## config.mk

```make
export PLATFORM = sky130hd
export DESIGN_NAME = enoc_switch_allocator_flat
export DESIGN_NICKNAME = d
export VERILOG_FILES = /design/src/rtl/enoc_alloc_pkg.sv /design/src/rtl/enoc_switch_allocator_if.sv /design/src/rtl/enoc_rr_arbiter.sv /design/src/rtl/enoc_switch_allocator.sv /design/src/flat_wrapper.sv
export SDC_FILE = /design/constraint.sdc
export NUM_CORES = 1
export LEC_CHECK = 0
export ABC_AREA = 0
export BUFFER_PORTS_ARGS = -buffer_cell sky130_fd_sc_hd__buf_4
export CORE_MARGIN = 4
export CORE_UTILIZATION = 55
export DETAILED_ROUTE_END_ITERATION = 6
export GPL_TIMING_DRIVEN = 0
export HOLD_SLACK_MARGIN = 0.12
export PLACE_DENSITY = 0.71
export SLEW_MARGIN = 15
export SYNTH_ARGS = -nofsm -noshare
export SYNTH_HDL_FRONTEND = slang
export SYNTH_SLANG_ARGS = --single-unit
```

## constraint.sdc

```tcl
create_clock -name clk -period 21.5 [get_ports clk]
set_input_delay 5.375 -clock clk [delete_from_list [all_inputs] [get_ports clk]]
set_output_delay 5.375 -clock clk [all_outputs]
set_load 0.02 [all_outputs]
```

## src/rtl/enoc_alloc_pkg.sv

```systemverilog
// Shared types and helpers for the ENoC switch allocator.
// Port index constants, per-output FSM state and pointer-width helper.
package enoc_alloc_pkg;

    localparam int unsigned C = 0;
    localparam int unsigned N = 1;
    localparam int unsigned E = 2;
    localparam int unsigned S = 3;
    localparam int unsigned W = 4;

    typedef enum logic {
        IDLE   = 1'b0,
        LOCKED = 1'b1
    } alloc_state_e;

    // Ceiling log2, never below 1 so that index registers keep a legal width.
    function automatic int unsigned log2(input int unsigned n);
        int unsigned r;
        r = 1;
        while ((32'd1 << r) < n) begin
            r = r + 1;
        end
        return r;
    endfunction

endpackage

```

## src/rtl/enoc_switch_allocator_if.sv

```systemverilog
// Request/grant bundle between the input ports, output ports and the switch allocator.
interface enoc_switch_allocator_if #(
    parameter int unsigned N_PORTS = 5
);
    logic [0:N_PORTS-1][0:N_PORTS-1] i_output_req;
    logic [0:N_PORTS-1]              i_tail;
    logic [0:N_PORTS-1]              i_en;
    logic [0:N_PORTS-1]              o_input_grant;
    logic [0:N_PORTS-1][0:N_PORTS-1] o_output_sel;
    logic [0:N_PORTS-1]              o_output_val;

    modport master (
        output i_output_req, i_tail, i_en,
        input  o_input_grant, o_output_sel, o_output_val
    );

    modport slave (
        input  i_output_req, i_tail, i_en,
        output o_input_grant, o_output_sel, o_output_val
    );
endinterface

```

## src/rtl/enoc_rr_arbiter.sv

```systemverilog
// Combinational cyclic priority search: first requester at or after ptr wins.
module enoc_rr_arbiter
    import enoc_alloc_pkg::*;
#(
    parameter  int unsigned N_PORTS = 5,
    localparam int unsigned PTR_W   = log2(N_PORTS)
) (
    input  logic [0:N_PORTS-1] req,
    input  logic [PTR_W-1:0]   ptr,
    output logic [0:N_PORTS-1] grant,
    output logic [PTR_W-1:0]   winner,
    output logic               found
);

    always_comb begin
        int unsigned idx;
        grant  = '0;
        winner = '0;
        found  = 1'b0;
        idx    = 0;
        for (int unsigned k = 0; k < N_PORTS; k++) begin
            idx = (32'(ptr) + k) % N_PORTS;
            if (!found && req[idx]) begin
                found      = 1'b1;
                winner     = PTR_W'(idx);
                grant[idx] = 1'b1;
            end
        end
    end

endmodule

```

## src/rtl/enoc_switch_allocator.sv

```systemverilog
// Per-router switch allocator: one round-robin arbiter and wormhole lock per output.
// Grants are combinational; pointers and locks update on the granting edge.
module enoc_switch_allocator
    import enoc_alloc_pkg::*;
#(
    parameter int unsigned N_PORTS = 5
) (
    input  logic                     clk,
    input  logic                     reset_n,
    enoc_switch_allocator_if.slave   bus
);

    localparam int unsigned PTR_W = log2(N_PORTS);

    logic [0:N_PORTS-1] req_ok;
    logic [0:N_PORTS-1] out_sel [N_PORTS];

    // Multi-hot request vectors are treated as no request.
    always_comb begin
        for (int unsigned i = 0; i < N_PORTS; i++) begin
            req_ok[i] = $onehot(bus.i_output_req[i]);
        end
    end

    for (genvar o = 0; o < N_PORTS; o++) begin : g_out
        logic [0:N_PORTS-1] req_vec;
        logic [0:N_PORTS-1] arb_grant;
        logic [0:N_PORTS-1] sel;
        logic [PTR_W-1:0]   arb_winner;
        logic               arb_found;
        logic [PTR_W-1:0]   ptr_q, ptr_d;
        logic [PTR_W-1:0]   owner_q, owner_d;
        alloc_state_e       state_q, state_d;

        always_comb begin
            for (int unsigned i = 0; i < N_PORTS; i++) begin
                req_vec[i] = req_ok[i] & bus.i_output_req[i][o];
            end
        end

        enoc_rr_arbiter #(
            .N_PORTS (N_PORTS)
        ) u_arb (
            .req    (req_vec),
            .ptr    (ptr_q),
            .grant  (arb_grant),
            .winner (arb_winner),
            .found  (arb_found)
        );

        always_ff @(posedge clk) begin
            if (!reset_n) begin
                state_q <= IDLE;
                ptr_q   <= '0;
                owner_q <= '0;
            end else begin
                state_q <= state_d;
                ptr_q   <= ptr_d;
                owner_q <= owner_d;
            end
        end

        // Next state and grant; everything is held and nothing granted while in reset.
        always_comb begin
            state_d = state_q;
            ptr_d   = ptr_q;
            owner_d = owner_q;
            sel     = '0;
            if (reset_n) begin
                case (state_q)
                    IDLE: begin
                        if (arb_found && bus.i_en[o]) begin
                            sel   = arb_grant;
                            ptr_d = (32'(arb_winner) == N_PORTS - 1) ? '0
                                                                      : PTR_W'(arb_winner + 1'b1);
                            if (!bus.i_tail[arb_winner]) begin
                                state_d = LOCKED;
                                owner_d = arb_winner;
                            end
                        end
                    end
                    LOCKED: begin
                        if (req_vec[owner_q] && bus.i_en[o]) begin
                            sel[owner_q] = 1'b1;
                            if (bus.i_tail[owner_q]) begin
                                state_d = IDLE;
                            end
                        end
                    end
                    default: state_d = IDLE;
                endcase
            end
        end

        assign out_sel[o] = sel;
    end

    always_comb begin
        bus.o_input_grant = '0;
        for (int unsigned o = 0; o < N_PORTS; o++) begin
            bus.o_output_sel[o] = out_sel[o];
            bus.o_output_val[o] = |out_sel[o];
            bus.o_input_grant   = bus.o_input_grant | out_sel[o];
        end
    end

endmodule

```

## src/flat_wrapper.sv

```systemverilog
// flat-port wrapper written by rule: the top's interface ports become plain ports
module enoc_switch_allocator_flat import enoc_alloc_pkg::*;
#(
    parameter int unsigned N_PORTS = 5
)
  (clk, reset_n, bus_i_output_req, bus_i_tail, bus_i_en, bus_o_input_grant, bus_o_output_sel, bus_o_output_val);
  enoc_switch_allocator_if #(.N_PORTS(N_PORTS)) bus_i ();
  input  logic clk;
  input  logic reset_n;
  input wire logic [$bits(bus_i.i_output_req)-1:0] bus_i_output_req;
  input wire logic [$bits(bus_i.i_tail)-1:0] bus_i_tail;
  input wire logic [$bits(bus_i.i_en)-1:0] bus_i_en;
  output wire logic [$bits(bus_i.o_input_grant)-1:0] bus_o_input_grant;
  output wire logic [$bits(bus_i.o_output_sel)-1:0] bus_o_output_sel;
  output wire logic [$bits(bus_i.o_output_val)-1:0] bus_o_output_val;
  assign bus_i.i_output_req = bus_i_output_req;
  assign bus_i.i_tail = bus_i_tail;
  assign bus_i.i_en = bus_i_en;
  assign bus_o_input_grant = bus_i.o_input_grant;
  assign bus_o_output_sel = bus_i.o_output_sel;
  assign bus_o_output_val = bus_i.o_output_val;
  enoc_switch_allocator #(.N_PORTS(N_PORTS)) u_core (.clk(clk), .reset_n(reset_n), .bus(bus_i));
endmodule
```

==> Implementation_results.wiki <==
{| class="wikitable"
! Metric !! Value
|-
| DR iter-0 viols || 2457
|-
| Capturing element type of the critical path || output port
|-
| H-tree levels || 2
|-
| Clock buffer count from CTS || 5
|-
| Die X || 172 microns
|-
| Largest net degree at the start of global routing || 15
|-
| Synth Flop Type || dfxtp_1
|-
| Total iterations of the first detailed-routing run || 6
|-
| Global routing met2 resource utilization || a little under three fifths
|-
| Number of remaining DRC errors || 0
|-
| Avg Synthesized Cell Area || about 7 sq um
|-
| Area share of the leading cell type in the synthesized netlist || around an eighth
|-
| Clock tree from TritonCTS || done
|-
| Hold Path Cell Cnt || 2
|-
| Antenna Violating Nets Remaining || 0
|-
| Leak || about 6.4 nW
|-
| Slew headroom || slightly above 30%
|-
| Post-CTS setup buffer count || 0
|-
| Setup repair after global routing missed its margin || no
|-
| WL per Instance || ~21 microns
|-
| Vias in the first global route || ~16000
|-
| Data required time of the critical path || roughly 16 ns
|-
| Largest buffer count on any clock path || 2
|-
| Root buffer cell || clkbuf_16
|-
| Transition time of the tightest slew-check pin || 1.04 ns
|-
| Fraction of registers with async set/reset || 0%
|-
| Sequential cell area fraction in the yosys report || under 10%
|-
| Gate count of the mapped netlist || ~2100
|-
| Total number of nets in the final design || 2388
|-
| Fmax || 62.5 MHz
|-
| I/O pin count || 72
|-
| Number of unique standard cell types used by synthesis || ~130
|-
| Most used cells in the layout excluding fill and tap cells || nand2_1 (185), nor2_1 (183), ha_1 (145)
|-
| Kind of launch point of the worst setup path || primary input
|-
| Placer congestion estimate || 1.05
|-
| GR Util met1 || 49.5%
|-
| Area of the placeable core || between 20000 and 30000 sq um
|-
| Clock-pin slew reported for the worst setup and hold paths after clock tree synthesis || ~0.06 ns
|-
| Vertical die dimension || 172 microns
|-
| Count of state elements after synthesis || 35
|-
| Hold buffer count at cts || 0
|-
| Number of hold violations in the final report || 0
|-
| Final critical-path required period || 16.01 ns
|-
| Post-detailed-placement half-perimeter wirelength || between 40000 and 50000 microns
|-
| Post-DP Area || between 15000 and 20000 sq um
|-
| Row count || roughly 60
|-
| Syn-to-layout area delta || 7.35%
|-
| PortBufs || 70
|-
| Aggregate global-route resource usage || between 30% and 40%
|-
| Period utilisation layout || roughly three quarters
|-
| Status || finished clean
|-
| Most frequent standard cell in the layout excluding fill and tap cells || nand2_1
|-
| Via count || around 18000
|-
| PostCTS Resize Cnt || 0
|-
| Synthesized Nets || roughly 2300
|-
| Max Cap Violations || 0
|-
| Count of pins over their slew limit || 0
|-
| Initial antenna violation count || 0
|-
| Critical Path Fanout Max || 9
|-
| Number of cells traversed by the worst register-to-register path || 25
|-
| Class of the tightest hold or removal check || reg2reg
|-
| Cell area after technology mapping || ~15000 sq um
|-
| Peak supply drop || 0.0809 mV
|-
| Global-route wire length before repair || 84900 microns
|-
| Total wire length after detailed routing || around 54000 microns
|-
| Count of synthesis-stage warnings from yosys || 0
|-
| Layout cell share with drive strength beyond 1 || slightly above 10%
|-
| Worst clock skew || between 0.003 and 0.004 ns
|-
| Number of setup violations in the final report || 0
|-
| Worst Path Arrival || approximately 11 ns
|-
| Fillcell total || 2510
|-
| Biggest area consumer among synthesized cells || ha_1
|-
| Total power density per cell area || about 120 nW/um^2
|-
| Overall die area || around 30000 sq um
|-
| Crit Path Category || in2out
|-
| Leading post-synthesis cells by cell area || ha_1 (12%), dfxtp_1 (4.7%), nand2_1 (4.7%), nor2_1 (4.7%), a21oi_1 (4.0%)
|-
| Number of sinks handled by clock tree synthesis || 35
|-
| Final design area excluding fillers || approximately 16000 sq um
|-
| Inserted Diodes || 0
|-
| Global routing met3 resource utilization || 4.25%
|-
| Grt peak-use layer || met2
|-
| Post-Route Setup TNS || 0 ns
|-
| Overflow after GRT || 0
|-
| Vias per inst || ~6.9
|-
| Initial cell density of the core || 56.3%
|-
| Post-synth EDFFs || 0
|-
| Clock Latency Late Sink || between 0.2 and 0.3 ns
|}
[critical path, stage by stage]
cell and delay, ns:
buf_4 0.12, ha_1 0.31, fa_1 0.39, inv_1 0.07, fa_1 0.49, and4_1 0.27, clkbuf_1 0.26, mux2i_1 0.30
o211ai_1 0.14, o311ai_1 0.21, nand2_1 0.30, a2111o_1 0.47, a2111oi_2 0.62, nand2_1 0.12, o311a_1 0.34, o32ai_2 0.32
nor4_1 0.14, nand2_1 0.19, buf_4 0.18
[final cells by class]
| class | count | area (sq um) | share of cell area (%) |
|---|---|---|---|
| Clock inverter | 2 | 12.5 | 0.0789 |
| Tap cell | 335 | 419 | 2.64 |
| Clock buffer | 6 | 129 | 0.813 |
| Buffer | 99 | 434 | 2.74 |
| Inverter | 149 | 561 | 3.54 |
| Timing Repair Buffer | 70 | 526 | 3.31 |
| Multi-Input combinational cell | 1835 | 13100 | 82.5 |
| Sequential cell | 35 | 701 | 4.42 |
[state kept, by name, indices dropped and copies added, names as in the netlist]
| signal | count |
|---|---|
| u_core.g_out.state_q | 5 |
| u_core.g_out.ptr_q | 15 |
| u_core.g_out.owner_q | 15 |
[power breakdown]
part / switching (mW) / internal (mW) / total [mW]
clock network: 0.0309 / 0.0429 / 0.0737
logic: 1.13 / 0.642 / 1.77
registers: 0.0285 / 0.0814 / 0.110
total: 1.19 / 0.766 / 1.96
[layer usage]
metal / routed length, microns / part of all wire [%] / vias up
met5: 0 / 0 / -
met4: 1980 / 3.7 / 0
met3: 4990 / 9.2 / 142
met2: 23400 / 43 / 924
met1: 23500 / 44 / 8228
li1: - / - / 8232
[worst paths after layout]
check / endpoint / startpoint / slack [ns]
setup / recovery: bus_o_output_val[4] / bus_i_output_req[15] / 5.49
hold / removal: u_core.g_out[2].state_q / u_core.g_out[2].state_q / 0.49
setup reg to reg: u_core.g_out[2].ptr_q[2] / u_core.g_out[2].ptr_q[0] / 13.60
hold reg to reg: u_core.g_out[2].state_q / u_core.g_out[2].state_q / 0.49
[stage by stage]
step / setup slack [ns] / utilization, % / hold slack, ns / total power, mW / std cells
after CTS: 5.65 / 60.5 / 0.491 / 1.91 / 2531
after detailed placement: 5.68 / 60.0 / 0.487 / 1.82 / 2523
after floorplan: 6.69 / - / 0.458 / 1.42 / 2118
after global placement: 5.77 / 60.0 / 0.479 / 1.79 / 2523
after global routing: 5.24 / 60.5 / 0.530 / 2.12 / 2531
final: 5.49 / 60.5 / 0.494 / 1.96 / 2531
[cells in the mapped netlist, types with 43 or more instances]
| master | n |
|---|---|
| a21oi_1 | 119 |
| a31oi_1 | 59 |
| clkbuf_1 | 65 |
| ha_1 | 145 |
| inv_1 | 134 |
| mux2i_1 | 59 |
| nand2_1 | 185 |
| nand3_1 | 56 |
| nand4_1 | 43 |
| nor2_1 | 183 |
| nor3_1 | 83 |
| o21ai_0 | 113 |
[cells by family after synthesis]
group	Yosys count	share of synthesized area [%]
and+or+nand+nor	818	28.6
AOI/OAI and AO/OA	721	36.0
buffers and inverters	248	6.74
adders and majority gates	157	13.9
muxes	91	6.89
xor gates and xnor gates	48	3.20
DFF	35	4.74
(Power assumes the default switching activity.)
